[src/rtl/seq_tx_pkg.sv]
// Shared types and helpers for the framed serial transmitter.
package seq_tx_pkg;

  typedef enum logic [1:0] {
    ST_IDLE = 2'd0,
    ST_SYNC = 2'd1,
    ST_DATA = 2'd2,
    ST_GAP  = 2'd3
  } tx_state_e;

  localparam logic [3:0] SYNC_PAT_DEFAULT = 4'b1101;

  // Bit counter only ever holds (largest loaded length - 1).
  function automatic int cnt_width(input int sync_w, input int data_w, input int gap);
    int m;
    m = 2;
    if (sync_w > m) m = sync_w;
    if (data_w > m) m = data_w;
    if (gap > m) m = gap;
    return $clog2(m);
  endfunction

endpackage

[src/rtl/seq_frame_tx_if.sv]
// Payload handshake and serial output bundle of the framed transmitter.
interface seq_frame_tx_if #(
  parameter int DATA_W = 8
);
  // Handshake: a word transfers on a rising edge where din_valid and din_ready
  // are both high; din is only looked at on that edge, and din_valid held
  // while din_ready is low has no effect.
  logic [DATA_W-1:0] din;
  logic              din_valid;
  logic              din_ready;
  logic              A;
  logic              bit_valid;
  logic              busy;
  logic              frame_done;

  modport master (
    output din, din_valid,
    input  din_ready, A, bit_valid, busy, frame_done
  );

  modport slave (
    input  din, din_valid,
    output din_ready, A, bit_valid, busy, frame_done
  );
endinterface

[src/rtl/piso_shift.sv]
// Parallel-load, MSB-first shift register; exposes the MSB it will hold next.
module piso_shift #(
  parameter int DATA_W = 8
) (
  input  logic              clk,
  input  logic              rst_n,
  input  logic              load_i,
  input  logic              shift_i,
  input  logic [DATA_W-1:0] din_i,
  output logic              next_msb_o
);

  logic [DATA_W-1:0] sr_q, sr_d;

  always_comb begin
    sr_d = sr_q;
    if (load_i) begin
      sr_d = din_i;
    end else if (shift_i) begin
      sr_d = {sr_q[DATA_W-2:0], 1'b0};
    end
  end

  // Lets the parent register A from the post-edge contents.
  assign next_msb_o = sr_d[DATA_W-1];

  always_ff @(posedge clk or negedge rst_n) begin
    if (!rst_n) begin
      sr_q <= '0;
    end else begin
      sr_q <= sr_d;
    end
  end

endmodule

[src/rtl/seq_frame_tx.sv]
// Framed serial transmitter: sync pattern, MSB-first payload, then idle gap.
module seq_frame_tx
  import seq_tx_pkg::*;
#(
  parameter int                DATA_W   = 8,
  parameter int                SYNC_W   = 4,
  parameter logic [SYNC_W-1:0] SYNC_PAT = SYNC_W'(SYNC_PAT_DEFAULT),
  parameter int                GAP      = 2
) (
  input  logic          clk,
  input  logic          rst_n,
  seq_frame_tx_if.slave tx,
  output tx_state_e     state_o
);

  localparam int CNT_W = cnt_width(SYNC_W, DATA_W, GAP);

  tx_state_e         state_q, state_d;
  logic [CNT_W-1:0]  cnt_q, cnt_d;
  logic              a_q, a_d;
  logic              bv_q, bv_d;
  logic              fd_q, fd_d;
  logic [SYNC_W-1:0] sync_sh;
  logic              accept;
  logic              next_msb;

  assign accept = (state_q == ST_IDLE) && tx.din_valid;

  piso_shift #(.DATA_W(DATA_W)) u_piso (
    .clk        (clk),
    .rst_n      (rst_n),
    .load_i     (accept),
    .shift_i    (state_q == ST_DATA),
    .din_i      (tx.din),
    .next_msb_o (next_msb)
  );

  always_comb begin
    state_d = state_q;
    cnt_d   = cnt_q;
    unique case (state_q)
      ST_IDLE: begin
        if (accept) begin
          state_d = ST_SYNC;
          cnt_d   = CNT_W'(SYNC_W - 1);
        end
      end
      ST_SYNC: begin
        if (cnt_q == '0) begin
          state_d = ST_DATA;
          cnt_d   = CNT_W'(DATA_W - 1);
        end else begin
          cnt_d = cnt_q - 1'b1;
        end
      end
      ST_DATA: begin
        if (cnt_q == '0) begin
          if (GAP == 0) begin
            state_d = ST_IDLE;
          end else begin
            state_d = ST_GAP;
            cnt_d   = CNT_W'(GAP - 1);
          end
        end else begin
          cnt_d = cnt_q - 1'b1;
        end
      end
      ST_GAP: begin
        if (cnt_q == '0) begin
          state_d = ST_IDLE;
        end else begin
          cnt_d = cnt_q - 1'b1;
        end
      end
      default: state_d = ST_IDLE;
    endcase

    // Line outputs are registered, so they are decoded from the next state.
    a_d     = 1'b0;
    bv_d    = 1'b0;
    fd_d    = 1'b0;
    sync_sh = SYNC_PAT >> cnt_d;
    case (state_d)
      ST_SYNC: begin
        a_d  = sync_sh[0];
        bv_d = 1'b1;
      end
      ST_DATA: begin
        a_d  = next_msb;
        bv_d = 1'b1;
        fd_d = (cnt_d == '0);
      end
      default: ;
    endcase
  end

  always_ff @(posedge clk or negedge rst_n) begin
    if (!rst_n) begin
      state_q <= ST_IDLE;
      cnt_q   <= '0;
      a_q     <= 1'b0;
      bv_q    <= 1'b0;
      fd_q    <= 1'b0;
    end else begin
      state_q <= state_d;
      cnt_q   <= cnt_d;
      a_q     <= a_d;
      bv_q    <= bv_d;
      fd_q    <= fd_d;
    end
  end

  assign tx.A          = a_q;
  assign tx.bit_valid  = bv_q;
  assign tx.frame_done = fd_q;
  assign tx.busy       = (state_q != ST_IDLE);
  assign tx.din_ready  = (state_q == ST_IDLE);
  assign state_o       = state_q;

endmodule

[src/flat_wrapper.sv]
// flat-port wrapper written by rule: the top's interface ports become plain ports
module seq_frame_tx_flat import seq_tx_pkg::*;
#(
  parameter int                DATA_W   = 8,
  parameter int                SYNC_W   = 4,
  parameter logic [SYNC_W-1:0] SYNC_PAT = SYNC_W'(SYNC_PAT_DEFAULT),
  parameter int                GAP      = 2
)
  (clk, rst_n, state_o, tx_din, tx_din_valid, tx_din_ready, tx_A, tx_bit_valid, tx_busy, tx_frame_done);
  seq_frame_tx_if #(.DATA_W(DATA_W)) tx_i ();
  input  logic clk;
  input  logic rst_n;
  output tx_state_e state_o;
  input wire logic [$bits(tx_i.din)-1:0] tx_din;
  input wire logic [$bits(tx_i.din_valid)-1:0] tx_din_valid;
  output wire logic [$bits(tx_i.din_ready)-1:0] tx_din_ready;
  output wire logic [$bits(tx_i.A)-1:0] tx_A;
  output wire logic [$bits(tx_i.bit_valid)-1:0] tx_bit_valid;
  output wire logic [$bits(tx_i.busy)-1:0] tx_busy;
  output wire logic [$bits(tx_i.frame_done)-1:0] tx_frame_done;
  assign tx_i.din = tx_din;
  assign tx_i.din_valid = tx_din_valid;
  assign tx_din_ready = tx_i.din_ready;
  assign tx_A = tx_i.A;
  assign tx_bit_valid = tx_i.bit_valid;
  assign tx_busy = tx_i.busy;
  assign tx_frame_done = tx_i.frame_done;
  seq_frame_tx #(.DATA_W(DATA_W), .SYNC_W(SYNC_W), .SYNC_PAT(SYNC_PAT), .GAP(GAP)) u_core (.clk(clk), .rst_n(rst_n), .tx(tx_i), .state_o(state_o));
endmodule
[config.mk]
export PLATFORM = sky130hd
export DESIGN_NAME = seq_frame_tx_flat
export DESIGN_NICKNAME = d
export VERILOG_FILES = /design/src/rtl/seq_tx_pkg.sv /design/src/rtl/seq_frame_tx_if.sv /design/src/rtl/piso_shift.sv /design/src/rtl/seq_frame_tx.sv /design/src/flat_wrapper.sv
export SDC_FILE = /design/constraint.sdc
export NUM_CORES = 1
export LEC_CHECK = 0
export ABC_CLOCK_PERIOD_IN_PS = 2500
export CORE_ASPECT_RATIO = 1.2
export CORE_MARGIN = 1
export CORE_UTILIZATION = 25
export CTS_CLUSTER_DIAMETER = 150
export DETAILED_ROUTE_END_ITERATION = 16
export GPL_TIMING_DRIVEN = 0
export RECOVER_POWER = 25
export SLEW_MARGIN = 25
export SYNTH_ARGS = -nofsm -noshare
export SYNTH_HDL_FRONTEND = slang
export SYNTH_SLANG_ARGS = --single-unit
[constraint.sdc]
create_clock -name clk -period 2.5 [get_ports clk]
set_input_delay 0.75 -clock clk [delete_from_list [all_inputs] [get_ports clk]]
set_output_delay 0.75 -clock clk [all_outputs]
set_load 0.02 [all_outputs]
==> reports/results.ini <==
[status]
outcome=finished, violations left
failed_checks=DRC

[synth]
avgSynthCellArea_um2=9.85
synth_edf_count=0
area_share_of_the_leading_cell_type_in_the_synthesized_netlist_pct=42.8
synth.most_common_cell=dfrtp_1
postSynthNetCount=111
synthTopCellsByArea=dfrtp_1, ha_1, a22oi_1
synthArstFlopShare_pct=100
post_synth_most_frequent_cells=dfrtp_1, a21oi_1, o21ai_1
ys_warn_count=0
synthDistinctLibCells=29
synthCells=95
synth_top_cell_by_area=dfrtp_1
top_flip_flop_cell_by_instance_count_after_synthesis=dfrtp_1
synthesis.area_um2=936
seq_area_frac_synth_pct=42.8
ys_seq_elements=16

[cts]
ctsHoldBuffers=0
clock_insertion_delay_worst_skew_ns=0.25
cts_max_path_buffers=2
ctsRootBufferMaster=clkbuf_8
cts.clk_slew.worst_paths_ns=0.06
postCtsSetupBuffers=0
cts_buffers=3
cts_sinks=16
htree_levels=1
cts_tree=yes

[final_layout]
area_delta_synth_final_pct=26.7
design_area_um2=1190
drive_gt1_share_pct=10.5
antenna_cells=0
stdcell_count=153
nNetsFinal=132

[drt]
postRouteWirelength_um=2020
drt.antenna.violating_nets=0
drc_errors=2
firstDrtPassIters=13
vias=761
initialDrtViolationCount=23
route.detailed.vias_per_inst=4.97
routed_wire_length_per_instance_um=13.2

[global_routing]
grt_antenna_before_repair=0
first_global_vias=755
grt_first_pass_wirelength_um=3470
total_overflow_reported_by_the_global_router=0
global_route.usage.total_pct=11.1
grt_start_max_net_pins=17

[power_and_ir_drop]
pwr_density_cell_nw_per_um2=1350
total_leakage_power_nw=0.498
total_power_mw=1.61
worst_ir_drop_vdd_uv=275

[sta]
final.min_clock_period_ns=2.26
worst_slew_margin_rel_pct=47.6
clock-skew-final_ns=0.000663
grt_setup_unrepaired=no
timing_max_transition_violations_final=0
fmax_mhz=442
setup_viol=0
timing.final.crit_share_pct=90.5
final_hold_viol_count=0
least_margin_pin_slew_ns=0.784

[die]
row_count=24
pin_count=18
core_area_um2=3600
floorplan.die_area_um2=3990
die_x_um=57.9
die_h_um=69.0
initial_utilization_pct=26.0

[hold_path]
type_of_the_worst_min_delay_path=register to register
terminating_pin_of_the_worst_hold_path=u_core.u_piso.sr_q[0]
min_from=u_core.u_piso.sr_q[0]
worst_hold_path.num_cells=2

[placed_design]
hpwlAfterDp_um=1490
io_buffer_count=17
numPlacedInstances=151
placed_cell_area_um2=1150
rd_place_congestion=0.735

[run]
timing.max_cap.violations=0

[setup_path]
worst_reg_to_reg_path_cell_count=8
crit_path_max_fanout=8
worst_setup_path_start_kind=register
critical_path_arrival_ns=1.51
endpoint_kind=primary output
crit-reg2reg-capture=u_core.tx.A
r2r_slack_ns=0.55
timing_worst_setup_path_type=register to primary output
worst_r2r_startpoint=u_core.state_o[1]
worst-endpoint-required_ns=1.75

what timing repair did:
action                                  4_1_cts  5_1_grt
endpoints found under the setup margin        1        1
gates resized for setup                       0        1
pin swaps                                     0        0
kinds of logic (layout without fill, tap and decap cells):
logic type                 count (synthesis)  count (layout)  share of synthesized area [%]
AOI/OAI and AO/OA                         32              32                           23.3
and+or+nand+nor                           29              29                           19.9
DFF                                       16              16                           42.8
buffers and inverters                     12              31                           6.42
adders and majority gates                  5               5                           6.68
xor gates and xnor gates                   1               1                          0.936
layout by cell type (no fill, tap or decap), drive strengths merged:
master and instances:
o32a 1, and2b 1, o21ai 9, a22oi 7, nor2b 8, o32ai 1, clkbuf 5, clkdlybuf4s50 15
buf 3, a21bo 1, ha 5, a21oi 9, o31ai 1, a221oi 2, nor3 1, inv 7
dlygate4sd3 1, and2 2, nor4b 1, nand2 6, nand3 2, a211o 1, xnor2 1, nor2 3
nand3b 2, dfrtp 16, nand2b 3
layout make-up:
class / count / area (um^2)
multi-input combinational: 67 / 475
inverter: 7 / 26.3
fill: 371 / 2420
buffer: 4 / 30.0
tap: 39 / 48.8
sequential: 16 / 400
timing repair buffer: 17 / 164
clock buffer: 3 / 41.3
stage by stage:
step                TNS (ns)  hold WS (ns)  setup WS (ns)  utilization [%]
floorplan                  0         0.454          0.565                -
global placement      -0.288         0.489         -0.265             32.0
detailed placement    -0.245         0.506         -0.245             32.0
CTS                        0         0.521          0.125             33.1
global route               0         0.561          0.183             32.9
finish                     0         0.521          0.237             32.9
routing by layer:
layer  wire length (um)  global-route usage, %  vias to the layer above
met3                 92                   3.00                        5
met2                933                   18.3                       23
met1                954                   13.8                      363
met5                  0                      0                        -
li1                   -                      -                      370
met4                 40                   3.97                        0
power breakdown:
part / internal (mW) / total (mW) / switching [mW]
sequential: 0.387 / 0.485 / 0.0983
clock: 0.107 / 0.192 / 0.0850
combinational: 0.434 / 0.930 / 0.497
state kept, by name, summed over array words and instances (netlist names):
signal / count
u_core.tx.bit_valid: 1
u_core.state_o: 2
u_core.tx.A: 1
u_core.cnt_q: 3
u_core.tx.frame_done: 1
u_core.u_piso.sr_q: 8
critical path, stage by stage (launching register included):
cell	delay, ns
dfrtp_1	0.39
buf_6	0.15
nor2_8	0.12
clkdlybuf4s50_1	0.61
worst max-delay path by stage:
| stage | start | end | slack (ns) | depth (start not counted) |
|---|---|---|---|---|
| 6_report | u_core.state_o[1] | tx_din_ready | 0.24 | 3 |
| 5_1_grt | u_core.state_o[1] | tx_din_ready | 0.18 | 3 |
| 4_1_cts | tx_din_valid | u_core.tx.A | 0.13 | 8 |
| 3_5_place_dp | tx_din_valid | u_core.tx.A | -0.24 | 9 |
| 3_3_place_gp | tx_din_valid | u_core.tx.A | -0.26 | 9 |
| 2_1_floorplan | tx_din_valid | u_core.tx.A | 0.57 | 8 |
Note: power is estimated with default switching activity, not from simulation.
